==> config.mk <==
export PLATFORM = sky130hd
export DESIGN_NAME = regfile_scoreboard
export DESIGN_NICKNAME = d
export VERILOG_FILES = /design/src/rtl/regfile_scoreboard.sv
export SDC_FILE = /design/constraint.sdc
export NUM_CORES = 1
export LEC_CHECK = 0
export BUFFER_PORTS_ARGS = -buffer_cell sky130_fd_sc_hd__buf_2
export CAP_MARGIN = 20
export CORE_ASPECT_RATIO = 0.6
export CORE_MARGIN = 1
export CORE_UTILIZATION = 33
export CTS_CLUSTER_SIZE = 14
export DETAILED_ROUTE_END_ITERATION = 16
export GPL_TIMING_DRIVEN = 0
export PLACE_DENSITY_LB_ADDON = 0.12
export SYNTH_ARGS = -nofsm -noshare
export SYNTH_HDL_FRONTEND = slang
export SYNTH_SLANG_ARGS = --single-unit
==> constraint.sdc <==
create_clock -name clk -period 5.8 [get_ports clk]
set_input_delay 1.16 -clock clk [delete_from_list [all_inputs] [get_ports clk]]
set_output_delay 1.16 -clock clk [all_outputs]
set_load 0.03 [all_outputs]
==> src/rtl/regfile_scoreboard.sv <==
// regfile_scoreboard: 2-read / 2-write register file with reset-cleared
// storage, optional write-to-read bypass, optional hardwired zero register
// and a per-register pending-load scoreboard for RAW hazard stalls.
module regfile_scoreboard #(
  parameter int unsigned DATA_W   = 16,
  parameter int unsigned ADDR_W   = 4,
  parameter int unsigned ZERO_REG = 0,
  parameter int unsigned BYPASS   = 1
) (
  input  logic              clk,
  input  logic              rst_n,
  input  logic [ADDR_W-1:0] rd_a_addr,
  output logic [DATA_W-1:0] rd_a_data,
  output logic              rd_a_busy,
  input  logic [ADDR_W-1:0] rd_b_addr,
  output logic [DATA_W-1:0] rd_b_data,
  output logic              rd_b_busy,
  input  logic              wr_a_en,
  input  logic [ADDR_W-1:0] wr_a_addr,
  input  logic [DATA_W-1:0] wr_a_data,
  input  logic              wr_b_en,
  input  logic [ADDR_W-1:0] wr_b_addr,
  input  logic [DATA_W-1:0] wr_b_data,
  input  logic              pend_set,
  input  logic [ADDR_W-1:0] pend_addr,
  output logic [ADDR_W:0]   pend_cnt,
  output logic              pend_err
);

  localparam int unsigned DEPTH = 2 ** ADDR_W;
  localparam int unsigned CNT_W = ADDR_W + 1;

  logic [DATA_W-1:0] mem [DEPTH];
  logic [DEPTH-1:0]  pend;
  logic [DEPTH-1:0]  pend_nxt;
  logic [CNT_W-1:0]  cnt_q;
  logic [CNT_W-1:0]  cnt_nxt;
  logic              err_q;
  logic              err_nxt;

  logic              wa_commit;
  logic              wb_commit;
  logic              pset_eff;

  logic [ADDR_W-1:0] rd_addr [2];
  logic [DATA_W-1:0] rd_dat  [2];
  logic              rd_bsy  [2];

  // True when the address is the hardwired zero register.
  function automatic logic is_zero(input logic [ADDR_W-1:0] a);
    return (ZERO_REG != 0) && (a == '0);
  endfunction

  // Effective write/set qualifiers: zero register masking, port A wins on
  // an address collision so port B is dropped.
  always_comb begin
    wa_commit = wr_a_en && !is_zero(wr_a_addr);
    wb_commit = wr_b_en && !is_zero(wr_b_addr) &&
                !(wa_commit && (wr_a_addr == wr_b_addr));
    pset_eff  = pend_set && !is_zero(pend_addr);
  end

  // Register storage: cleared on reset, both ports commit at the edge.
  always_ff @(posedge clk or negedge rst_n) begin
    if (!rst_n) begin
      for (int unsigned i = 0; i < DEPTH; i++) begin
        mem[ADDR_W'(i)] <= '0;
      end
    end else begin
      if (wa_commit) mem[wr_a_addr] <= wr_a_data;
      if (wb_commit) mem[wr_b_addr] <= wr_b_data;
    end
  end

  // Next scoreboard state: writes retire loads, then a new load is marked,
  // so a set and a write to the same register leave the bit set.
  always_comb begin
    pend_nxt = pend;
    if (wa_commit) pend_nxt[wr_a_addr] = 1'b0;
    if (wb_commit) pend_nxt[wr_b_addr] = 1'b0;
    if (pset_eff)  pend_nxt[pend_addr] = 1'b1;
    // A set is only an error if the old load is still outstanding
    // after this edge's writes.
    err_nxt = pset_eff && pend[pend_addr] &&
              !(wa_commit && (wr_a_addr == pend_addr)) &&
              !(wb_commit && (wr_b_addr == pend_addr));
    cnt_nxt = '0;
    for (int unsigned i = 0; i < DEPTH; i++) begin
      cnt_nxt = cnt_nxt + CNT_W'(pend_nxt[ADDR_W'(i)]);
    end
  end

  // Scoreboard bits, registered popcount and error pulse.
  always_ff @(posedge clk or negedge rst_n) begin
    if (!rst_n) begin
      pend  <= '0;
      cnt_q <= '0;
      err_q <= 1'b0;
    end else begin
      pend  <= pend_nxt;
      cnt_q <= cnt_nxt;
      err_q <= err_nxt;
    end
  end

  assign pend_cnt = cnt_q;
  assign pend_err = err_q;

  assign rd_addr[0] = rd_a_addr;
  assign rd_addr[1] = rd_b_addr;

  // Combinational read ports with optional bypass; outputs are forced to
  // zero while reset is asserted so in-flight write data cannot leak out.
  always_comb begin
    logic hit_a;
    logic hit_b;
    logic hit_p;
    for (int unsigned p = 0; p < 2; p++) begin
      hit_a = wa_commit && (wr_a_addr == rd_addr[1'(p)]);
      hit_b = wb_commit && (wr_b_addr == rd_addr[1'(p)]);
      hit_p = pset_eff  && (pend_addr == rd_addr[1'(p)]);
      rd_dat[1'(p)] = mem[rd_addr[1'(p)]];
      rd_bsy[1'(p)] = pend[rd_addr[1'(p)]];
      if (BYPASS != 0) begin
        if (hit_a)      rd_dat[1'(p)] = wr_a_data;
        else if (hit_b) rd_dat[1'(p)] = wr_b_data;
        if ((hit_a || hit_b) && !hit_p) rd_bsy[1'(p)] = 1'b0;
      end
      if (is_zero(rd_addr[1'(p)]) || !rst_n) begin
        rd_dat[1'(p)] = '0;
        rd_bsy[1'(p)] = 1'b0;
      end
    end
  end

  assign rd_a_data = rd_dat[0];
  assign rd_b_data = rd_dat[1];
  assign rd_a_busy = rd_bsy[0];
  assign rd_b_busy = rd_bsy[1];

endmodule

* Yosys cells after proc, flatten, opt, wreduce, memory -nomap -nowiden *
Cells that the tools add are included.

storage, ports and cells
  register bits = 278
  bits of input ports = 57
  word-level logic and storage cells = 132

operators by class
  add/subtract/negate cells = 15
  magnitude comparators = 14
  eq/ne operators = 9
  multiplexer cells = 39
  bitwise gates (word level) = 9
  reductions and logical operators = 27

operators by type and width
  kind                count
  $bwmux 256          2
  $mux 256            2
  $mux 16             15
  $bmux 16 s4         2
  $demux 16 s4        2
  $add 5x1->5         11
  $eq 4x4->1          9
  $and 16x16->16      2
  $not 16->16         2
  $lt 4x5->1 const B  5
  $ge 5x5->1 const B  4
  $logic_and 1x1->1   20
  $not 4->5           4
  $or 16x16->16       1
  $bmux 1 s4          3
  $demux 1 s4         3
  $ge 4x1->1 const B  3
  $lt 5x1->1 const B  2
  $mux 1              10
  $add 4x1->5         1
  $logic_not 1->1     5
  $add 3x1->4         1
  $add 2x1->3         1
  $add 1x1->2         1
  $logic_or 1x1->1    2

* Logic depth before layout (Yosys ltp) *
  depth after elaboration = 26
  depth in mapped cells = 20
  depth with buffers taken out = 17

* Worst setup path before layout *
Ideal clock, no wire load.

  path type = in2reg
  start = in wr_a_addr[1]
  end = reg cnt_q[4] (netlist: pend_cnt[4])
  setup time = 0.119 ns
  data arrival time = 5.312 ns
  required time = 5.681 ns
  slack = 0.368 ns
  cell stages on the path = 16
  path through = buf_4 -> nor3b_2 -> nand3b_1 -> buf_2 -> buf_2 -> a32o_1 -> fa_1 -> inv_1 -> fa_1 -> fa_1 -> inv_1 -> fa_1 -> ha_1 -> fa_1 -> a21oi_1 -> nor2b_1

between the ends
  word-level cells in the longest chain between the ends = 26

RTL lines
  element                                                                RTL line  RTL
  start, declared                                                        19        input logic [ADDR_W-1:0] wr_a_addr,
  $lt 4x5->1 (not written as such) / $ge 4x1->1 (equally long branches)  79        if (wa_commit) pend_nxt[wr_a_addr] = 1'b0;
  $logic_and 1x1->1 (not written as such)                                79
  $mux 1 (not written as such)                                           79
  $demux 1 s4                                                            79
  $not 16->16 (no line)                                                  --
  $and 16x16->16 (no line)                                               --
  $mux 16                                                                79
  $and 16x16->16 (no line)                                               --
  [2 not listed]                                                         --
  $mux 16 *                                                              81        if (pset_eff) pend_nxt[pend_addr] = 1'b1;
  named net pend_nxt[1]                                                  35        logic [DEPTH-1:0] pend_nxt;
  $add 1x1->2 *                                                          89        cnt_nxt = cnt_nxt + CNT_W'(pend_nxt[ADDR_W'(i)]);
  $add 2x1->3 *                                                          89
  $add 3x1->4 *                                                          89
  $add 4x1->5 *                                                          89
  $add 5x1->5 * (11 in a row)                                            89
  named net cnt_nxt[4]                                                   37        logic [CNT_W-1:0] cnt_nxt;
  end signal, assigned                                                   101       cnt_q <= cnt_nxt;
  end, declared                                                          36        logic [CNT_W-1:0] cnt_q;

Mark *: on every way through the listed nets, which the timed path passes. The rest lies on a longest branch.

* Worst setup path after layout *
  start = in pend_addr[0]
  end = reg cnt_q[2] (netlist: pend_cnt[2])

RTL lines
  element                                                                RTL line  RTL
  start, declared                                                        25        input logic [ADDR_W-1:0] pend_addr,
  $lt 4x5->1 (not written as such) / $ge 4x1->1 (equally long branches)  81
  $logic_and 1x1->1 (not written as such)                                81
  $mux 1 (not written as such)                                           81
  $demux 1 s4 *                                                          81
  $or 16x16->16 (no line) *                                              --
  $mux 16 *                                                              81
  named net pend_nxt[13]                                                 35
  $add 5x1->5 * (3 in a row)                                             89
  named net cnt_nxt[2]                                                   37

Marked as above.

==> run summary <==
The setup path with the least slack is of type in -> reg. At the pin with the least slew margin, the transition time is 0.929 ns. The run gives 10 as the DRC violation count after routing. By area the synthesized netlist is led by sky130_fd_sc_hd__dfrtp_1 36%, sky130_fd_sc_hd__mux4_2 16%, sky130_fd_sc_hd__mux2i_1 15%, sky130_fd_sc_hd__a21oi_1 5.5%, sky130_fd_sc_hd__nor2_1 4.5%. Number of endpoints failing setup at the final stage: 0. The tools report the number of global-route vias before repair as 14764.

The die is 190 microns tall. The final worst-path cycle share works out to 0.980. The number of filler instances in the final layout is 5770, and the fraction of the mapped netlist area in simple logic gates is 0.0852. In the routed layout, each cell is associated on average with a via count of 5.84.

The multiplexer area fraction after synthesis was 0.324; the initial core utilization was 0.335. The proportion of netlist area held by the largest area contributor came out at 0.359. The total routed wirelength is 80800 microns. The signal on the critical path passes through clkbuf_1 -> clkbuf_1 -> nor2b_2 -> a32o_1 -> fa_1 -> fa_1 -> inv_1 -> fa_1 -> inv_1 -> fa_1 -> ha_1 -> fa_1 -> xor2_1. After global routing the overflow that remains totals 0. The wire-length estimate of the detail-placed layout is 65200 microns. The critical path contains buffers and inverters numbering 4 combined. The floorplan row count was 68.

The most used flip-flop cell after synthesis is sky130_fd_sc_hd__dfrtp_1. The arrival time reported for the critical path endpoint is 6.16 ns, and the number of sinks driven by the clock tree is 278. TritonCTS built the clock tree. The synthesized netlist net count was 1859.

The vias after detailed routing was 15561. Endpoint class of the critical path: a flop. The run gives 0 as the antenna cell count.

The relative slew slack was 0.378; the highest clock frequency the design can meet was 176 MHz. The register clock-pin slew on the reported worst setup and hold paths is 0.07 ns. Most area-hungry cell type in the Yosys netlist: sky130_fd_sc_hd__dfrtp_1.

Final antenna-violating net count: 0. The count of yosys warnings during synthesis was 0; the detail-routed net length per standard cell was 30.3 microns. Maximum net fanout on the critical path: 10. Critical path's largest stage delay: 0.63 ns. Counting flops and latches in the post-synthesis netlist gives 278. After clock tree synthesis, the setup repair step added 0 buffers.

For the final database, setup skew stands at 0.0139 ns. Setup repair after global routing left no endpoint under its margin. Initial DRC count: 1703. The flow ran to the end, but the final reports show violations. The tools report the register-to-register setup slack as 1.61 ns. The count of pins over their slew limit was 0. After synthesis, the largest family of logic cells by area is multiplexers. In the synthesized netlist, the cells that appear most often are 290 x sky130_fd_sc_hd__mux2i_1, 278 x sky130_fd_sc_hd__dfrtp_1, 231 x sky130_fd_sc_hd__nor2_1. After technology mapping, the gate count stands at 1787. The count of final hold-check violations was 0; the fraction of the mapped netlist area in adder cells was 0.0136. The share of synthesized flip-flops with an asynchronous set or reset is 1.00, and the combined area of all synthesized cells is 19400 sq um.

Adding up every negative setup slack in the final design gives 0 ns. The logs give 0.270 for the overall global routing resource usage and 57800 sq um for the core outline area. The synthesized netlist contains 60 unique library cells.

Number of antenna violations at the first check in global routing: 3. The cell with the biggest individual delay on the critical path was sky130_fd_sc_hd__clkbuf_1. The analysis attributes to cell leakage a power of 9.07 nW. At the worst endpoint, the required time is 6.28 ns. The worst register-to-register path begins at pend[15].

The die covers 59700 sq um. Routability-driven placement finished with a final weighted congestion of 1.01. The tree is rooted in a sky130_fd_sc_hd__clkbuf_16.

The count of buffers added on input and output ports is 49. The die width works out to 315 microns. The H-tree depth is 1. The later pin in the worst-skew pair is clocked with a latency of 0.60 ns.

The fraction of synthesized cell area in xor and xnor cells was 0.0172. The share of cells above drive strength 1 works out to 0.239. The run gives 114000 microns as the global-route wire length before repair. Before antenna repair, the detailed router went through 11 iterations. The minimum setup slack after placement was -0.527 ns.

The layout overhead on the synthesized area works out to 11.7%. The post-synthesis average cell area works out to 10.8 sq um. The worst setup path is launched from an input pin. The number of enable flip-flop cells after synthesis came out at 0. In this run the critical register-to-register path is captured at pend_cnt[2]. The CTS buffer count is 31. For the worst flop-to-flop path, the logic depth is 11.

For this design the top-level I/O count stands at 97. The run gives 1943 as the net total in the final layout. Most frequent cell after synthesis: sky130_fd_sc_hd__mux2i_1. Counting stages on the worst path, the most repeated cell is sky130_fd_sc_hd__fa_1. The checks that failed: DRC. For this design the ratio of total power to cell area is 353 nW/um^2. The synthesized-area fraction occupied by ao, oa, aoi and oai cells is 0.133.

Max-cap violations in this run came to 0. Counting I/O delays and the setup requirement, the final critical path takes 5.68 ns. The worst hold path belongs to the class in -> async. Counting along the longest clock path gives a buffer depth of 3. For the sequential-to-total area share from yosys stat, the log shows 0.359. On the critical path the largest part of the delay comes from adder cells.

Across all setup checks in the final design, the least slack found is 0.115 ns. For the maximum number of pins on one net before global-route repair, the log shows 106. IR analysis of the VDD net gives a maximum drop of 0.230 mV.
[sequential cells by signal, indices dropped and copies added (netlist names)]
signal,cells
mem,256
pend_cnt,5
pend,16
pend_err,1
[cell usage in the layout, fill, tap and decap left out, drive strengths merged, types with 4 or more instances in the layout]
cell / netlist / routed
a21oi: 229 / 229
a22oi: 32 / 32
a31oi: 16 / 16
a32o: 12 / 12
and2b: 4 / 4
and3: 5 / 5
buf: 147 / 198
clkbuf: 67 / 109
clkinv: 0 / 9
dfrtp: 278 / 278
fa: 10 / 10
ha: 5 / 5
inv: 18 / 19
mux2: 18 / 18
mux2i: 290 / 290
mux4: 141 / 141
nand2: 91 / 91
nand3: 9 / 9
nand3b: 4 / 4
nor2: 239 / 239
nor2b: 7 / 7
nor3: 7 / 7
o2111ai: 4 / 4
o211ai: 28 / 28
o21ai: 54 / 54
o2bb2ai: 15 / 15
xnor2: 13 / 13
xor2: 25 / 25
[kinds of logic after synthesis]
logic type      Yosys count
compound gates          397
buf+inv                 232
simple gates            378
flops                   278
mux                     449
fa+ha+maj                15
xor+xnor                 38
[cell type report]
class | count | area [sq um] | share of cell area
timing repair buffer | 51 | 310 | 0.0144
tap | 770 | 963 | 0.0446
sequential | 278 | 6960 | 0.322
inverter | 18 | 67.6 | 0.00312
clock buffer | 42 | 847 | 0.0392
multi-input combinational | 1277 | 11100 | 0.513
buffer | 214 | 1240 | 0.0576
clock inverter | 15 | 136 | 0.00631
[how the worst max path moves through the flow]
stage                       startpoint           end  slack, ns  depth (start not counted)
after CTS                 pend_addr[0]   pend_cnt[2]       0.09                         13
after global routing      wr_b_addr[2]   pend_cnt[4]       0.02                         18
after detailed placement  pend_addr[0]   pend_cnt[2]      -0.53                         13
final                     pend_addr[0]   pend_cnt[2]       0.12                         13
after global placement           rst_n  rd_a_data[5]      -3.58                          7
after floorplan           wr_a_addr[1]   pend_cnt[4]       0.37                         16
[layer usage]
layer / vias to the layer above / track usage / wire [microns]
met4: 2 / 0.0288 / 667
met1: 8063 / 0.456 / 41700
met3: 54 / 0.0834 / 9200
li1: 6693 / - / -
met2: 749 / 0.327 / 29200
met5: - / 0.00406 / 13
[report_power, final]
group / leakage, nW / internal [W] / switching, W
logic: 5.34 / 0.00123 / 0.00148
registers: 3.25 / 0.00247 / 0.000472
clock network: 0.481 / 0.00111 / 0.000885
[stage by stage]
stage	power (W)	area [sq um]	hold WS (ns)	util	std cells
floorplan	0.00463	19400	0.527	-	1787
global placement	0.00552	20600	0.544	0.356	2606
detailed placement	0.00560	20600	0.559	0.357	2608
CTS	0.00761	21600	0.575	0.374	2665
global route	0.00803	21600	0.606	0.374	2665
finish	0.00764	21600	0.572	0.374	2665
[timing repair]
item / CTS / global route
resized for setup: 0 / 1
hold buffers: 0 / 0
setup endpoints to repair: 0 / 3
Power figures use the tool's default switching activity.
